--- src/rtl/switch_debounce_sync.sv ---
// Slide-switch front end: a 2-FF synchroniser per channel feeding a counter-based
// debounce FSM. Produces registered clean levels and 1-cycle rise/fall pulses.
module switch_debounce_sync #(
  parameter int unsigned WIDTH         = 2,
  parameter int unsigned STABLE_CYCLES = 1_000_000
) (
  input  logic             I_P_CLK,
  input  logic             I_P_RST,
  input  logic [WIDTH-1:0] I_P_SW,
  output logic [WIDTH-1:0] O_P_SW_DB,
  output logic [WIDTH-1:0] O_P_RISE,
  output logic [WIDTH-1:0] O_P_FALL,
  output logic [WIDTH-1:0] O_P_LED_DB
);

  localparam int unsigned      CNT_W    = $clog2(STABLE_CYCLES + 1);
  localparam logic [CNT_W-1:0] CNT_ONE  = CNT_W'(1);
  localparam logic [CNT_W-1:0] CNT_LAST = CNT_W'(STABLE_CYCLES - 1);

  localparam logic [1:0] S_LOW       = 2'd0;
  localparam logic [1:0] S_WAIT_HIGH = 2'd1;
  localparam logic [1:0] S_HIGH      = 2'd2;
  localparam logic [1:0] S_WAIT_LOW  = 2'd3;

  logic [WIDTH-1:0] sync1_q, sync1_d;
  logic [WIDTH-1:0] sync2_q, sync2_d;
  logic [WIDTH-1:0] db_q, db_d;
  logic [WIDTH-1:0] rise_q, rise_d;
  logic [WIDTH-1:0] fall_q, fall_d;
  logic [1:0]       state_q [WIDTH];
  logic [1:0]       state_d [WIDTH];
  logic [CNT_W-1:0] cnt_q   [WIDTH];
  logic [CNT_W-1:0] cnt_d   [WIDTH];

  always_comb begin
    sync1_d = I_P_SW;
    sync2_d = sync1_q;
    db_d    = db_q;
    rise_d  = '0;
    fall_d  = '0;
    for (int unsigned i = 0; i < WIDTH; i++) begin
      state_d[i] = state_q[i];
      cnt_d[i]   = cnt_q[i];
      // The count includes the first differing sample, so acceptance occurs on
      // the STABLE_CYCLES-th consecutive synchronised cycle at the new level.
      case (state_q[i])
        S_LOW: begin
          if (sync2_q[i]) begin
            state_d[i] = S_WAIT_HIGH;
            cnt_d[i]   = CNT_ONE;
          end else begin
            cnt_d[i] = '0;
          end
        end
        S_WAIT_HIGH: begin
          if (!sync2_q[i]) begin
            state_d[i] = S_LOW;
            cnt_d[i]   = '0;
          end else if (cnt_q[i] == CNT_LAST) begin
            state_d[i] = S_HIGH;
            db_d[i]    = 1'b1;
            rise_d[i]  = 1'b1;
            cnt_d[i]   = '0;
          end else begin
            cnt_d[i] = cnt_q[i] + CNT_ONE;
          end
        end
        S_HIGH: begin
          if (!sync2_q[i]) begin
            state_d[i] = S_WAIT_LOW;
            cnt_d[i]   = CNT_ONE;
          end else begin
            cnt_d[i] = '0;
          end
        end
        S_WAIT_LOW: begin
          if (sync2_q[i]) begin
            state_d[i] = S_HIGH;
            cnt_d[i]   = '0;
          end else if (cnt_q[i] == CNT_LAST) begin
            state_d[i] = S_LOW;
            db_d[i]    = 1'b0;
            fall_d[i]  = 1'b1;
            cnt_d[i]   = '0;
          end else begin
            cnt_d[i] = cnt_q[i] + CNT_ONE;
          end
        end
        default: begin
          state_d[i] = S_LOW;
          cnt_d[i]   = '0;
        end
      endcase
    end
  end

  always_ff @(posedge I_P_CLK) begin
    if (I_P_RST) begin
      sync1_q <= '0;
      sync2_q <= '0;
      db_q    <= '0;
      rise_q  <= '0;
      fall_q  <= '0;
      state_q <= '{default: S_LOW};
      cnt_q   <= '{default: '0};
    end else begin
      sync1_q <= sync1_d;
      sync2_q <= sync2_d;
      db_q    <= db_d;
      rise_q  <= rise_d;
      fall_q  <= fall_d;
      state_q <= state_d;
      cnt_q   <= cnt_d;
    end
  end

  assign O_P_SW_DB  = db_q;
  assign O_P_LED_DB = db_q;
  assign O_P_RISE   = rise_q;
  assign O_P_FALL   = fall_q;

endmodule

--- config.mk ---
export PLATFORM = sky130hd
export DESIGN_NAME = switch_debounce_sync
export DESIGN_NICKNAME = d
export VERILOG_FILES = /design/src/rtl/switch_debounce_sync.sv
export SDC_FILE = /design/constraint.sdc
export NUM_CORES = 1
export LEC_CHECK = 0
export CAP_MARGIN = 20
export CELL_PAD_IN_SITES_DETAIL_PLACEMENT = 0
export CELL_PAD_IN_SITES_GLOBAL_PLACEMENT = 1
export CORE_MARGIN = 2
export CORE_UTILIZATION = 45
export CTS_CLUSTER_DIAMETER = 100
export DETAILED_ROUTE_END_ITERATION = 10
export PLACE_DENSITY_LB_ADDON = 0.1
export SETUP_SLACK_MARGIN = 0.05
export SLEW_MARGIN = 20
export SYNTH_ARGS = -nofsm -noshare
export SYNTH_HDL_FRONTEND = slang
export SYNTH_SLANG_ARGS = --single-unit
--- constraint.sdc ---
create_clock -name I_P_CLK -period 2.2 [get_ports I_P_CLK]
set_input_delay 0.22 -clock I_P_CLK [delete_from_list [all_inputs] [get_ports I_P_CLK]]
set_output_delay 0.22 -clock I_P_CLK [all_outputs]
set_load 0.02 [all_outputs]
==> run summary <==
status - finished clean
total core area - 5110 sq um
Synth Area in Adders - 1.05%
Critical Path End Type - flip-flop
postcts setup bufs - 0
die width - 76.6 um
Synth async-reset ratio - 0%
Max stage delay on crit path - 0.55 ns
drt wl/cell - 12.4 um
Post-Route WL - 4410 um
IO Pins - 12
gr usage total - 16.6%
worst slew pin tran - 0.552 ns
row cnt - 26
largest net degree at the start of global routing - 20
most frequent cell after synthesis - dfxtp_1
Synthesized Nets - 274
post-CTS resize count - 0
GPL Wtd Cong - 0.778
synthesis-stage register bit count - 54
crit path DAT - 2.22 ns
Skew-Pair Late Insertion Delay - 0.30 ns
post-synth cell types - 41
antenna violations before repair - 0
Power Total - 1.62 mW
Worst VDD drop - 0.299 mV
Crit Path Category - flip-flop to flip-flop
main flop type after synthesis - dfxtp_1
relative slew slack - 62.8%
layout cells sized above 1 - 9.06%
Setup Viol. Count Final - 0
RSZ-0062 raised after global routing - no
starting density of the core - 46.4%
Fillers - 504
port bufs - 11
vias per inst - 5.25
Worst-path clk slew - 0.09 ns
Leak - 0.786 nW
Starting DRT DRC Count - 108
CTS Buf Count - 5
number of synthesized flops with an enable pin - 0
leading area contributor after synthesis - dfxtp_1
PwrDens - 604 nW/um^2
TritonCTS clock tree - done
hold_buf cts - 0
DR vias - 1875
setup TNS - 0 ns
Longest Clk Path Bufs - 2
Hold WC Path Type - flip-flop to flip-flop
first-pass GRT wire length - 7910 um
Mapped Cells - 268
top-area cell type share of the netlist area - 45.6%
Mapped Area - 2370 sq um
Die Y - 76.6 um
largest family of logic cells by synthesized area - simple AND/OR/NAND/NOR gates
Clock Skew - 0.00450 ns
WHS - 0.451 ns
Root Driver - clkbuf_8
WP data required - 2.44 ns
CTS sink cnt - 54
Max Fclk - 504 MHz
min Tclk post-route - 1.98 ns
Post-synth top cells - dfxtp_1, nor2_1, xnor2_1, nand4_1, inv_1
Worst path top cell family by delay - simple AND/OR/NAND/NOR gates
final antenna-violating net count - 0
final net count - 292
WP buf/inv - 0
area of the multi-input gates - 1180 sq um
Post-Synth XOR/XNOR Area - 10.7%
Compound-Gate Fraction of Synth Area - 8.39%
Post-Synth Simple-Gate Area - 29.8%
CP cell instances - ha_1, and4_1, nand4_1, or4_1, a21oi_1
die area - 5870 sq um
max cap viols - 0
# DRC - 0
fin crit share - 90.1%
Startpoint Class - flip-flop
GRT overflow - 0
DR pass1 iterations - 4
register area share after synthesis - 45.6%
Place WS - 0.254 ns
Final WS setup - 0.217 ns
max-slew violation total from the final report - 0
dpl hpwl - 3140 um
Slowest-stage cell, CP - or4_1
Mapped Avg Cell Area - 8.85 sq um
Area contributors post-synth - dfxtp_1, xnor2_1, nor2_1
H-tree Lvls - 2
crit-path max FO - 7
final hold vios - 0
ANT cells - 0
Reg area - 1080 sq um
synth warn - 0
area growth from synthesis to layout - 13.1%
vias in the first global route - 1711
proportion of synthesized area in mux cells - 0%
## per-stage QoR
stage / util, % / cell area, sq um / cells
after detailed placement: 50.7 / 2590 / 349
after CTS: 52.5 / 2680 / 357
after floorplan: - / 2370 / 268
final: 52.5 / 2680 / 357
after global routing: 52.5 / 2680 / 357
after global placement: 50.7 / 2590 / 349
## cells in the final DEF (no fill, tap or decap), types with 2 or more instances in the layout
cell type,netlist,final
and3_1,3,3
a21oi_1,10,10
buf_4,3,9
nand2_1,11,11
o31ai_1,2,2
nand3_1,13,13
nand2b_1,4,4
nor2b_1,5,5
xnor2_1,20,20
a31o_2,4,4
nor4b_1,2,2
o21ai_0,5,5
or3_1,4,4
xor2_1,9,9
dfxtp_1,54,54
inv_1,16,16
nand4_1,17,17
ha_1,2,2
nor4_1,9,9
clkdlybuf4s50_1,0,11
clkbuf_8,0,6
nor3_1,10,10
or4_1,3,3
nor4_2,2,2
nor2_1,37,37
and4_1,2,2
## kinds of logic (layout without fill, tap and decap cells)
family | Yosys count | count (layout)
XOR/XNOR | 29 | 29
adder cells (fa/ha/maj) | 2 | 2
buffers and inverters | 25 | 44
flip-flops | 54 | 54
AND/OR/NAND/NOR | 128 | 128
AO/OA/AOI/OAI | 30 | 30
## power by group
group,internal [mW],total [mW],switching [mW]
registers,0.987,0.996,0.00901
clock network,0.255,0.567,0.312
logic,0.0295,0.0569,0.0274
## final timing paths
check                   from         end  slack [ns]  cells past startpoint
hold reg to reg   sync1_q[1]  sync2_q[1]        0.45                      1
setup / recovery    cnt_q[0]   flip-flop        0.22                      5
hold / removal    sync1_q[1]  sync2_q[1]        0.45                      1
setup reg to reg    cnt_q[0]   flip-flop        0.22                      5
## layout make-up
| class | count | share of cell area (%) |
|---|---|---|
| inverter | 16 | 2.24 |
| multi-input combinational | 189 | 44.2 |
| clock buffer | 7 | 3.22 |
| sequential | 54 | 40.3 |
| timing repair buffer | 20 | 6.62 |
| tap | 70 | 3.26 |
| clock inverter | 1 | 0.187 |
## registers in the layout, summed over array words and instances (netlist names), named ones only
register,flops
state_q,2
sync2_q,2
O_P_RISE,2
cnt_q,40
O_P_LED_DB,2
O_P_FALL,2
sync1_q,2
## routing by layer
layer	routed length, um	GRT usage (%)
met1	2400	24.2
met2	1790	23.9
met3	160	3.91
met4	59	5.45
met5	0	0
(Power assumes the default switching activity.)
